**src/rtl/mmio_uart_tx.sv**
```systemverilog
// Memory-mapped 8N1 UART transmitter with a small byte FIFO and a sticky overflow flag.
// Stores to TX_ADDR enqueue a byte; STAT_ADDR reads {ovf, full, empty, busy}.
module mmio_uart_tx #(
  parameter logic [31:0] TX_ADDR      = 32'h0000_0100,
  parameter logic [31:0] STAT_ADDR    = 32'h0000_0104,
  parameter int unsigned CLKS_PER_BIT = 16,
  parameter int unsigned FIFO_DEPTH   = 4
) (
  input  logic        clk,
  input  logic        reset,
  input  logic        memwrite,
  input  logic [31:0] dataadr,
  input  logic [31:0] writedata,
  output logic [31:0] readdata,
  output logic        tx,
  output logic        busy
);

  localparam int unsigned AW = $clog2(FIFO_DEPTH);
  localparam int unsigned CW = AW + 1;
  localparam int unsigned TW = (CLKS_PER_BIT > 1) ? $clog2(CLKS_PER_BIT) : 1;

  localparam logic [1:0] StIdle  = 2'd0;
  localparam logic [1:0] StStart = 2'd1;
  localparam logic [1:0] StData  = 2'd2;
  localparam logic [1:0] StStop  = 2'd3;

  logic [7:0]    mem [FIFO_DEPTH];
  logic [AW-1:0] wptr_q, wptr_d, rptr_q, rptr_d;
  logic [CW-1:0] count_q, count_d;
  logic [1:0]    state_q, state_d;
  logic [TW-1:0] timer_q, timer_d;
  logic [2:0]    bit_cnt_q, bit_cnt_d;
  logic [7:0]    shift_q, shift_d;
  logic          ovf_q, ovf_d;

  logic empty, full, bit_done, pop, push_req, push, ovf_event, ovf_clr;
  logic unused_wdata;

  assign unused_wdata = ^writedata[31:8];

  assign empty    = (count_q == '0);
  assign full     = (count_q == CW'(FIFO_DEPTH));
  assign bit_done = (timer_q == TW'(CLKS_PER_BIT - 1));

  // The FSM pops either from idle or at the last cycle of a stop bit (back-to-back frames).
  assign pop       = !empty && ((state_q == StIdle) || ((state_q == StStop) && bit_done));
  assign push_req  = memwrite && (dataadr == TX_ADDR);
  assign push      = push_req && (!full || pop);
  assign ovf_event = push_req && !push;
  assign ovf_clr   = memwrite && (dataadr == STAT_ADDR) && writedata[0];

  always_comb begin
    wptr_d  = push ? wptr_q + AW'(1) : wptr_q;
    rptr_d  = pop ? rptr_q + AW'(1) : rptr_q;
    count_d = count_q;
    if (push && !pop) begin
      count_d = count_q + CW'(1);
    end else if (pop && !push) begin
      count_d = count_q - CW'(1);
    end
    // A same-edge overflow wins over a clear.
    ovf_d = ovf_event ? 1'b1 : (ovf_clr ? 1'b0 : ovf_q);
  end

  always_comb begin
    state_d   = state_q;
    timer_d   = timer_q;
    bit_cnt_d = bit_cnt_q;
    shift_d   = shift_q;
    case (state_q)
      StIdle: begin
        timer_d = '0;
        if (!empty) begin
          state_d = StStart;
          shift_d = mem[rptr_q];
        end
      end
      StStart: begin
        if (bit_done) begin
          state_d   = StData;
          timer_d   = '0;
          bit_cnt_d = '0;
        end else begin
          timer_d = timer_q + TW'(1);
        end
      end
      StData: begin
        if (bit_done) begin
          timer_d   = '0;
          shift_d   = {1'b0, shift_q[7:1]};
          bit_cnt_d = bit_cnt_q + 3'd1;
          if (bit_cnt_q == 3'd7) begin
            state_d = StStop;
          end
        end else begin
          timer_d = timer_q + TW'(1);
        end
      end
      StStop: begin
        if (bit_done) begin
          timer_d = '0;
          if (!empty) begin
            state_d = StStart;
            shift_d = mem[rptr_q];
          end else begin
            state_d = StIdle;
          end
        end else begin
          timer_d = timer_q + TW'(1);
        end
      end
      default: state_d = StIdle;
    endcase
  end

  always_ff @(posedge clk or negedge reset) begin
    if (!reset) begin
      wptr_q    <= '0;
      rptr_q    <= '0;
      count_q   <= '0;
      state_q   <= StIdle;
      timer_q   <= '0;
      bit_cnt_q <= '0;
      shift_q   <= '0;
      ovf_q     <= 1'b0;
    end else begin
      wptr_q    <= wptr_d;
      rptr_q    <= rptr_d;
      count_q   <= count_d;
      state_q   <= state_d;
      timer_q   <= timer_d;
      bit_cnt_q <= bit_cnt_d;
      shift_q   <= shift_d;
      ovf_q     <= ovf_d;
    end
  end

  // Storage needs no reset: only entries below count are ever read.
  always_ff @(posedge clk) begin
    if (push) begin
      mem[wptr_q] <= writedata[7:0];
    end
  end

  always_comb begin
    tx = 1'b1;
    case (state_q)
      StStart: tx = 1'b0;
      StData:  tx = shift_q[0];
      default: tx = 1'b1;
    endcase
  end

  assign busy     = (state_q != StIdle) || !empty;
  assign readdata = (dataadr == STAT_ADDR) ? {28'b0, ovf_q, full, empty, busy} : 32'b0;

endmodule

```
**config.mk**
```make
export PLATFORM = sky130hd
export DESIGN_NAME = mmio_uart_tx
export DESIGN_NICKNAME = d
export VERILOG_FILES = /design/src/rtl/mmio_uart_tx.sv
export SDC_FILE = /design/constraint.sdc
export NUM_CORES = 1
export LEC_CHECK = 0
export BUFFER_PORTS_ARGS = -buffer_cell sky130_fd_sc_hd__buf_4
export CORE_MARGIN = 3
export CORE_UTILIZATION = 40
export DETAILED_ROUTE_END_ITERATION = 6
export HOLD_SLACK_MARGIN = 0.08
export PLACE_DENSITY = 0.66
export SLEW_MARGIN = 40
export SYNTH_ARGS = -nofsm -noshare
export SYNTH_HDL_FRONTEND = slang
export SYNTH_SLANG_ARGS = --single-unit
```
**constraint.sdc**
```tcl
create_clock -name clk -period 6.1 [get_ports clk]
set_input_delay 1.22 -clock clk [delete_from_list [all_inputs] [get_ports clk]]
set_output_delay 1.22 -clock clk [all_outputs]
set_load 0.1 [all_outputs]
```
# Word level (Yosys, flattened, before mapping)
# Memory sizes are Yosys's and may differ from the RTL's.
# Index checks and enable logic that the tools add are counted.
[word_totals]
input_bits = 67
n_memories = 1
regBits = 25
output_inout_bits = 34
wordCells = 79
ramBits = 32
[memory_table]
columns = ["memory", "depth", "width", "read_ports", "rd_ports_with_merged_regs", "write_ports", "line_no", "text"]
rows = [
  ["mem", 4, 8, 1, 0, 1, "28", "logic [7:0] mem [FIFO_DEPTH];"],
]
[classes]
reduce_logical = 27
n_eq_ne = 13
muxes = 24
n_addsub = 6
[ops]
columns = ["operator", "count"]
rows = [
  ["$eq A32 B9 Y1 const B", 2],
  ["$mux W8", 3],
  ["$pmux W8 S3", 1],
  ["$mux W3", 4],
  ["$mux W2", 5],
  ["$ne A2 B2 Y1 const B", 5],
  ["$logic_and A1 B1 Y1", 9],
  ["$mux W4", 2],
  ["$pmux W2 S4", 1],
  ["$pmux W4 S2", 1],
  ["$reduce_bool A2 Y1", 4],
  ["$add A3 B1 Y3 const B", 2],
  ["$eq A3 B3 Y1 const B", 2],
  ["$pmux W3 S2", 1],
  ["$reduce_and A3 Y1", 2],
  ["$mux W1", 5],
  ["$reduce_and A5 Y1", 1],
  ["$add A2 B1 Y2 const B", 2],
  ["$add A4 B1 Y4 const B", 1],
  ["$eq A2 B2 Y1 const B", 2],
  ["$eq A4 B4 Y1 const B", 1],
  ["$logic_not A1 Y1", 4],
  ["$logic_not A3 Y1", 1],
  ["$logic_or A1 B1 Y1", 3],
  ["other kinds (6)", 6],
]

# Logic depth before layout (Yosys ltp)
[depth]
depth_word = 10
mapped_depth = 11
depth_no_buf = 11

# Worst setup path after synthesis
# OpenSTA, ideal clock, no wires.
[synth_timing]
path_kind = "input to output"
from = "in dataadr[4]"
to = "out readdata[0]"
path_stages = 3
setup_slack_ns = 0.226
t_arrival_ns = 4.654
path_cell_list = "nor4_2 > nand4_2 > nor4_1"
[synth_between]
elab_chain_cells = 2
[synth_rtl]
columns = ["element", "line_no", "text"]
rows = [
  ["start, declared", "12", "input logic [31:0] dataadr,"],
  ["$eq A32 B9 Y1", "156", "assign readdata = (dataadr == STAT_ADDR) ? {28'b0, ovf_q, full, empty, busy} : 32'b0;"],
  ["$mux W4", "156", ""],
  ["end, declared", "14", "output logic [31:0] readdata,"],
]
# Every way passes these cells.

# Worst setup path after layout
[layout_timing]
from = "in dataadr[4]"
to = "out readdata[2]"
# The elaborated chain is that of the path after synthesis.

==> impl_results.md <==
- Placed wire-length estimate: 3782 µm
- Slack of the critical path: 2.315 ns
- IO buf count: 48
- 1st-iter DRT viols: 40
- Footprint of the multi-input gates: 1159 µm²
- Fin. Hold Viols: 0
- # fillers: a little over 600
- Cts repair resizes: 0
- Kind of cell adding the most delay to the critical path: simple AND/OR/NAND/NOR gates
- Setup TNS: 0 ns
- Longest Clk Path Bufs: 2
- Antenna Nets Post-Route: 0
- Most used cell, CP: buf_4
- Vias in the first global route: ~1700
- WP data arrival: 2.57 ns
- # hold bufs at CTS: 0
- Syn. warnings: 0
- Clock slew at reported path FFs: 0.06 ns
- Site Rows: 30
- Slew Limit Fails: 0
- Crit. End Element: output pin
- Crit-path max cell delay: between 0.2 and 0.3 ns
- Inserted Diodes: 0
- Hold crit path type: flop to flop
- Crit-path slowest cell: nor4_2
- PwrDens: between 200 and 300 nW/µm²
- Largest net degree at the start of global routing: 26
- Most frequent cells in the layout: 49 x buf_4, 32 x edfxtp_1, 28 x conb_1
- Crit start category: input pin
- Syn_area_per_cell: 13.40 µm²
- Initial DRT Pass Iterations: 4
- Root Buffer: clkbuf_8
- Post-synth ARST share: between 40% and 50%
- Power consumption: between 0.9 and 1 mW
- #FFs+latches synth: 57
- First-pass GRT wire length: between 8000 and 9000 µm
- Min cycle time layout: roughly 3.8 ns
- Avg WL per Cell: between 10 and 15 µm
- Core box area: ~6900 µm²
- Critical Path Stages: 6
- Worst R2R Path Depth: 10
- Gp weighted congestion: 0.6989
- Most common cell after layout, fill and taps aside: buf_4
- Final clock period utilization by the worst path: approximately 62%
- Post-synth cell types: 40
- Fmax: approximately 260 MHz
- Width of the die: between 90 and 100 µm
- Status: finished clean
- Detailed-route wire length: ~5000 µm
- Hold path depth: 1
- Gr ovfl total: 0
- CTS tree: yes
- Die area: around 8400 µm²
- Nets: roughly 350
- DR vias: around 1700
- Vias per cell: between 4 and 5
- Initial antenna violation count: 0
- GRT Overall Usage: around 12%
- Number of top-level pins: around 100
- Register area: 1587 µm²
- Crit path cell chain: buf_4 -> nor4_2 -> nand4_2 -> nor3_1 -> and3_1 -> buf_4
- RSZ-0062 raised after global routing: false
- CP required: ~4.9 ns
- Final setup viols: 0
- Residual DRC: 0
- Clk_lat worst skew: between 0.3 and 0.4 ns
- Synth Cell Area: 2922 µm²
- Kind of critical path: input pin to output pin
- Total CTS buffers: 9
- VDD IR max: approximately 160 µV
- Crit-path max FO: 5
- Postcts setup bufs: 0
- Number of H-tree levels: 3
- Slew HR: about 54%
- Leakage: 1.437 nW
- Clock Sinks: 57
- Dpl ws: approximately 2.3 ns
- Sequential share of the synthesized area: a little over half
- WP buf/inv: 2
- Layout Skew: roughly 0.0069 ns
- Main synth FF type: edfxtp_1
- Layout cells sized above 1: approximately a third
- Max-Cap Viols: 0
- Least-Margin Pin Slew: roughly 0.68 ns
- Initial core utilization: 42.07%
- Number of synthesized flops with an enable pin: 32
- Cell count after synthesis: around 220
- Die H: about 91 µm
- Area grow syn2layout: 20.09%
[where the power goes]
part           internal, mW  switching [mW]  total, mW
sequential            0.408  0.000000000586      0.408
clock                 0.252           0.145      0.397
combinational        0.0188          0.0871      0.106
total                 0.679           0.232      0.911
[cell type report]
cell class | count | area share (%)
Sequential cell | 57 | 45.22
Tap cell | 96 | 3.424
Clock buffer | 12 | 4.422
Clock inverter | 4 | 2.140
Multi-Input combinational cell | 143 | 33.02
Inverter | 12 | 1.284
Timing Repair Buffer | 49 | 10.49
[through the flow]
| step | util, % | hold WS (ns) | area [µm²] | std cells |
|---|---|---|---|---|
| after floorplan | - | 0.4593 | 3023 | 245 |
| after global placement | 47.10 | 0.4775 | 3271 | 356 |
| after detailed placement | 47.21 | 0.4921 | 3278 | 357 |
| after CTS | 50.52 | 0.5006 | 3508 | 373 |
| after global routing | 50.52 | 0.5332 | 3508 | 373 |
| final | 50.52 | 0.4971 | 3508 | 373 |
[cells by family after synthesis]
| kind of cell | after synthesis | synth area share [%] |
|---|---|---|
| compound gates | 24 | 5.396 |
| xor+xnor | 7 | 2.099 |
| fa+ha+maj | 14 | 6.253 |
| buf+inv | 45 | 9.507 |
| flops | 57 | 54.30 |
| mux | 19 | 10.19 |
| other cells | 1 | 0.1284 |
| simple gates | 51 | 12.12 |
[Yosys cell counts, types with 3 or more instances]
master,count,share of area [%]
edfxtp_1,32,33
buf_4,28,7.2
dfrtp_1,25,21
nor2_1,14,1.8
ha_1,13,5.6
inv_1,12,1.5
a21oi_1,10,1.7
mux2i_1,8,2.7
mux4_2,8,6.2
o21ai_0,6,1.0
nand2_1,5,0.64
nor3_1,5,0.86
nor4_2,5,2.1
and2_2,4,1.0
xnor2_1,4,1.2
and3_1,3,0.64
buf_2,3,0.51
xor2_1,3,0.90
[metal layers]
metal  global-route usage [%]  share of wire [%]
met2                    21.55                 53
met1                    13.95                 42
met4                    4.523               0.42
met3                    4.805                4.9
met5                        0                  0
[worst paths after layout]
kind	end	slack [ns]	start
setup / recovery	readdata[2]	2.31	dataadr[4]
min in group asynchronous	wptr_q[1]$_DFFE_PN0P_	0.79	reset
max in group asynchronous	timer_q[1]$_DFF_PN0_	5.05	reset
hold reg to reg	bit_cnt_q[0]$_DFFE_PN0P_	0.50	bit_cnt_q[0]$_DFFE_PN0P_
setup reg to reg	count_q[2]$_DFFE_PN0P_	3.35	timer_q[0]$_DFF_PN0_
hold / removal	bit_cnt_q[0]$_DFFE_PN0P_	0.50	bit_cnt_q[0]$_DFFE_PN0P_
[registers in the layout, indices dropped and copies added, names as in the netlist]
register,count
rptr_q,2
bit_cnt_q,3
count_q,3
timer_q,4
mem,32
state_q,2
shift_q,8
wptr_q,2
ovf_q,1
Note: power is estimated with default switching activity, not from simulation.
